## config.mk

```make
export PLATFORM = sky130hd
export DESIGN_NAME = alu_share_arb
export DESIGN_NICKNAME = d
export VERILOG_FILES = /design/src/rtl/alu_share_arb.sv
export SDC_FILE = /design/constraint.sdc
export NUM_CORES = 1
export LEC_CHECK = 0
export BUFFER_PORTS_ARGS = -buffer_cell sky130_fd_sc_hd__buf_2
export CORE_UTILIZATION = 53
export DETAILED_ROUTE_END_ITERATION = 12
export HOLD_SLACK_MARGIN = 0.12
export PLACE_DENSITY = 0.78
export SETUP_SLACK_MARGIN = 0.15
export SLEW_MARGIN = 20
export SYNTH_ARGS = -nofsm -noshare
export SYNTH_HDL_FRONTEND = slang
export SYNTH_HIERARCHICAL = 1
export SYNTH_SLANG_ARGS = --single-unit
```

## constraint.sdc

```tcl
create_clock -name clk -period 6.66 [get_ports clk]
set_clock_uncertainty 0.2 [all_clocks]
set_input_delay 0.333 -clock clk [delete_from_list [all_inputs] [get_ports clk]]
set_output_delay 0.333 -clock clk [all_outputs]
set_load 0.005 [all_outputs]
```

## src/rtl/alu_share_arb.sv

```systemverilog
// Two-port round-robin front end for a single shared 32-bit ALU.
// Each port owns a registered response slot with valid/ready backpressure.

module alu_share_slot (
  input  logic        clk,
  input  logic        reset,
  input  logic        load,
  input  logic        ready,
  input  logic [31:0] d_result,
  input  logic        d_zero,
  input  logic        d_lt,
  input  logic        d_illegal,
  output logic        valid,
  output logic [31:0] result,
  output logic        zero,
  output logic        lt,
  output logic        illegal
);
  always_ff @(posedge clk) begin
    if (reset) begin
      valid   <= 1'b0;
      result  <= '0;
      zero    <= 1'b0;
      lt      <= 1'b0;
      illegal <= 1'b0;
    end else if (load) begin
      valid   <= 1'b1;
      result  <= d_result;
      zero    <= d_zero;
      lt      <= d_lt;
      illegal <= d_illegal;
    end else if (ready) begin
      // consumed with no refill: drop valid, keep the data registers
      valid <= 1'b0;
    end
  end
endmodule

module alu_share_arb #(
  parameter int FIRST_PRIO = 0,
  parameter int CHECK_OPS  = 1
) (
  input  logic             clk,
  input  logic             reset,
  input  logic [1:0]       req_valid,
  output logic [1:0]       req_ready,
  input  logic [1:0][31:0] req_a,
  input  logic [1:0][31:0] req_b,
  input  logic [1:0][3:0]  req_ctrl,
  output logic [1:0]       rsp_valid,
  input  logic [1:0]       rsp_ready,
  output logic [1:0][31:0] rsp_result,
  output logic [1:0]       rsp_zero,
  output logic [1:0]       rsp_lt,
  output logic [1:0]       rsp_illegal
);
  localparam int NUM_PORTS = 2;

  typedef struct packed {
    logic [31:0] a;
    logic [31:0] b;
    logic [3:0]  ctrl;
  } alu_req_t;

  typedef struct packed {
    logic [31:0] result;
    logic        zero;
    logic        lt;
    logic        illegal;
  } alu_rsp_t;

  logic [1:0] elig, grant;
  logic       prio;
  alu_req_t   held_q, alu_in;
  alu_rsp_t   alu_out;

  // a full slot may still be refilled in the cycle it drains
  assign elig      = req_valid & (~rsp_valid | rsp_ready);
  assign req_ready = grant;

  always_comb begin
    grant = '0;
    if (!reset) begin
      if (elig == 2'b11) grant[prio] = 1'b1;
      else               grant = elig;
    end
  end

  always_comb begin
    alu_in = held_q;
    if (grant[0])      alu_in = '{a: req_a[0], b: req_b[0], ctrl: req_ctrl[0]};
    else if (grant[1]) alu_in = '{a: req_a[1], b: req_b[1], ctrl: req_ctrl[1]};
  end

  always_ff @(posedge clk) begin
    if (reset) begin
      prio   <= 1'(FIRST_PRIO);
      held_q <= '0;
    end else begin
      held_q <= alu_in;
      if (|grant) prio <= grant[0];
    end
  end

  // zero/lt always come from the adder, whatever the selected result
  logic [31:0] bb, sum;
  logic        ovf, add_lt;
  logic [4:0]  sh;

  always_comb begin
    bb      = alu_in.ctrl[0] ? ~alu_in.b : alu_in.b;
    sum     = alu_in.a + bb + {31'b0, alu_in.ctrl[0]};
    ovf     = (alu_in.a[31] == bb[31]) && (sum[31] != alu_in.a[31]);
    add_lt  = sum[31] ^ ovf;
    sh      = alu_in.b[4:0];
    alu_out = '{result: '0, zero: (sum == '0), lt: add_lt, illegal: 1'b0};
    case (alu_in.ctrl)
      4'b0000, 4'b0001: alu_out.result = sum;
      4'b0010: alu_out.result = alu_in.a & alu_in.b;
      4'b0011: alu_out.result = alu_in.a | alu_in.b;
      4'b0100: alu_out.result = alu_in.a ^ alu_in.b;
      4'b0101: alu_out.result = {31'b0, add_lt};
      4'b0110: alu_out.result = alu_in.a << sh;
      4'b1000: alu_out.result = alu_in.a >> sh;
      4'b1110: alu_out.result = 32'($signed(alu_in.a) >>> sh);
      default: alu_out.illegal = (CHECK_OPS != 0);
    endcase
    if (alu_out.illegal) begin
      alu_out.result = '0;
      alu_out.zero   = 1'b1;
      alu_out.lt     = 1'b0;
    end
  end

  for (genvar gi = 0; gi < NUM_PORTS; gi++) begin : g_slot
    alu_share_slot u_slot (
      .clk       (clk),
      .reset     (reset),
      .load      (grant[gi]),
      .ready     (rsp_ready[gi]),
      .d_result  (alu_out.result),
      .d_zero    (alu_out.zero),
      .d_lt      (alu_out.lt),
      .d_illegal (alu_out.illegal),
      .valid     (rsp_valid[gi]),
      .result    (rsp_result[gi]),
      .zero      (rsp_zero[gi]),
      .lt        (rsp_lt[gi]),
      .illegal   (rsp_illegal[gi])
    );
  end
endmodule

```

==> results.ini <==
[setup_path]
path_class = primary input to flop
regToRegStartpoint = g_slot[1].u_slot/valid
ff2ff_setup_slack_ps = 630
cp_data_arrival_time_ps = 6470
cp-end-kind = flop
reg2reg_to = g_slot[0].u_slot/result[0]
critPathLaunchType = primary input
path_max_fanout = 29
reg2regPathDepth = 24
critPathRequiredTime_ps = 6830

[power]
leakage_uw = 0.007512
ir_worst_vdd_v = 0.0001401
powerDensity_nw_per_um2 = 253.3

[logic_synthesis]
synth_top_area_cell = dfxtp_1
synth_warnings = 6
syn_area_um2 = 13890
synthMuxAreaShare_pct = 12.57
synth_ff_type = dfxtp_1
async_flop_share_pct = 0
synth_seq_cells = 141
synth.area.top_cells = dfxtp_1 (20%), mux2i_1 (12%), ha_1 (8.2%)
synth_cell_type_count = 89
syn_nets = 2171
yosys-top-cells-count = nor2_1 (274), nand2_1 (257), a21oi_1 (184)
synth-adder-area-share_pct = 8.776
synthXorXnorAreaFrac_pct = 5.533
synth_edf_count = 0
yosysTopAreaCellShare_pct = 20.33
synth-compound-area-share_pct = 26.25
synth-simple-area-share_pct = 19.02
synth.most_common_cell = nor2_1
syn_inst = 1937
synth_top_family_by_area = compound AO/OA/AOI/OAI gates
ys_seq_area_share_pct = 20.33
syn_area_per_cell_um2 = 7.169

[floorplanning]
die_area_um2 = 26850
fp-row-count = 58
dieWidth_um = 163.9
chipHeight_um = 163.9
coreArea_um2 = 25470
initial_core_util_pct = 54.51
ios = 216

[timing]
fin_crit_sh_pct = 94.63
rsz0062_at_grt = no
period_minus_slack_ps = 6302
worst_hold_slack_ps = 117.1
finalHoldViolCount = 0
slew_headroom_pct = 32.50
worst_pin_slew_ps = 1002
fmax_mhz = 158.7
fin_tns_setup_ps = 0
slew_violations = 0
final.setup.worst_slack_ps = 357.9
final-setup-viol-count = 0

[placement]
io_buffers = 215
pre_cts_ws_ps = 303.6
place_area_um2 = 15100
gp_congestion = 1.100
dpl.hpwl_um = 43640

[run]
maxCapViolCount = 0

[clock_network]
numCtsBuffers = 17
h-tree-depth = 4
cts.clk_slew.worst_paths_ps = 70
ctsLongestPathBuffers = 2
clock_sinks = 141
cts_tree = done
cts_root_buf = clkbuf_16
clk_latency_ps = 430

[detailed_routing]
top_layer = met5
drt_wl_total_um = 57720
post_drt_wl_per_cell_um = 23.39
wl_met1_um = 23550
drc_errors = 0
via_per_inst = 6.367
drt_first_pass_iters = 7
drt_first_iter_violations = 2366
vias = 15710
met3_length_um = 6581
postRouteAntennaNets = 0
met2RoutedLength_um = 24100

[finish]
nNetsFinal = 2358
fin_util_pct = 63.29
nFillCells = 2375
syn_to_final_growth_pct = 16.09
final_area_um2 = 16120
layout-drive-gt1-share_pct = 16.52

[run_status]
outcome = complete, no violations

[global_route]
grt_pass1_vias = 14520
grt_pass1_wl_um = 85180
antenna_found_initial = 2
track_usage_pct = 42.17
grt_start_max_net_pins = 74
overflow = 0

[hold_path]
holdPathEnd = held_q[24]
hold_depth = 4
hold_path.class = primary input to flop
min_from = req_b[20]

## sequential cells by signal, summed over array words and instances (netlist names)
signal and count:
held_q 68, g_slot.u_slot/result 64, g_slot.u_slot/illegal 2, g_slot.u_slot/lt 2, g_slot.u_slot/valid 2, g_slot.u_slot/zero 2, prio 1
## worst max-delay path, cell delays in order
cell           delay (ps)
dlygate4sd3_1         540
buf_2                 130
nand2b_1              300
o211ai_4              220
inv_4                 200
o211a_4               310
nor2_4                230
xnor2_1               120
ha_1                  370
a211oi_1              250
nor2_1                 80
a311oi_2              390
o221a_2               300
maj3_1                230
nand3_1                90
a32oi_1               330
o211ai_1              130
buf_4                 190
nand3_1               110
and2_1                180
o221ai_2              100
a21o_2                240
maj3_1                440
o311ai_2              400
mux2i_1               140
nor2_1                110
## cells in the final DEF, fill, tap and decap left out, types with 14 or more instances in the layout
master / netlist / layout
nor2_1: 274 / 273
nand2_1: 257 / 257
buf_2: 27 / 214
a21oi_1: 184 / 182
mux2i_1: 162 / 162
o21ai_0: 146 / 144
dfxtp_1: 141 / 141
ha_1: 91 / 91
inv_1: 86 / 85
xnor2_1: 61 / 61
buf_4: 5 / 50
dlygate4sd3_1: 0 / 36
o211ai_1: 29 / 29
xor2_1: 24 / 24
a22oi_1: 24 / 24
a21o_1: 23 / 23
nand3_1: 21 / 21
a221oi_1: 19 / 19
a211oi_1: 18 / 18
clkbuf_16: 0 / 18
o22ai_1: 17 / 17
nor3_1: 18 / 16
o2111ai_1: 14 / 14
## logic make-up (layout without fill, tap and decap cells)
logic type               count (synthesis)  in the layout
other                                    0              1
buffers and inverters                  231            431
AND/OR/NAND/NOR                        636            636
multiplexers                           173            173
flip-flops                             141            141
XOR/XNOR                                86             86
AO/OA/AOI/OAI                          572            572
adder cells (fa/ha/maj)                 98             98
## worst max-delay path by stage
stage / cells past startpoint / to / slack [ps] / start
after detailed placement: 26 / g_slot[1].u_slot/result[0] / 300 / req_valid[1]
after global routing: 28 / g_slot[1].u_slot/result[0] / 130 / rsp_ready[1]
after global placement: 24 / g_slot[1].u_slot/result[30] / 440 / req_valid[1]
after floorplan: 32 / g_slot[0].u_slot/result[0] / 150 / reset
after CTS: 27 / g_slot[1].u_slot/result[0] / 240 / rsp_ready[1]
final: 26 / g_slot[0].u_slot/result[0] / 360 / rsp_ready[1]
## layout make-up
cell class,count,area [um^2],area share [%]
multi-input combinational,1565,10080,62.55
sequential,141,2823,17.51
timing repair buffer,304,1874,11.63
clock buffer,18,429.2,2.662
tap,330,412.9,2.561
inverter,95,370.4,2.297
clock inverter,14,125.1,0.7762
antenna,1,2.502,0.01552
## per-layer routing
layer	GRT usage, %	up-vias
met2	63.29	1048
met3	9.646	208
met5	0	-
met1	55.69	7273
li1	-	7183
met4	22.94	2
## per-stage QoR
step | total power [uW] | instances
after floorplan | 2327 | 1937
after global placement | 2988 | 2396
after detailed placement | 3004 | 2396
after CTS | 3970 | 2464
after global routing | 4250 | 2468
final | 4083 | 2468
## report_power, final
| group | switching, uW | leakage, uW | internal, uW |
|---|---|---|---|
| registers | 29.9 | 0.00115 | 911 |
| logic | 1430 | 0.00609 | 750 |
| clock network | 468 | 0.000267 | 492 |
| total | 1930 | 0.00751 | 2150 |
## repair_timing
item	4_1_cts	5_1_grt
endpoints found under the setup margin	0	12
hold endpoints to repair	36	0
buffers inserted	0	2
hold buffers	36	0
gates resized for setup	0	17
No activity file was read; power rests on OpenSTA's default activity.
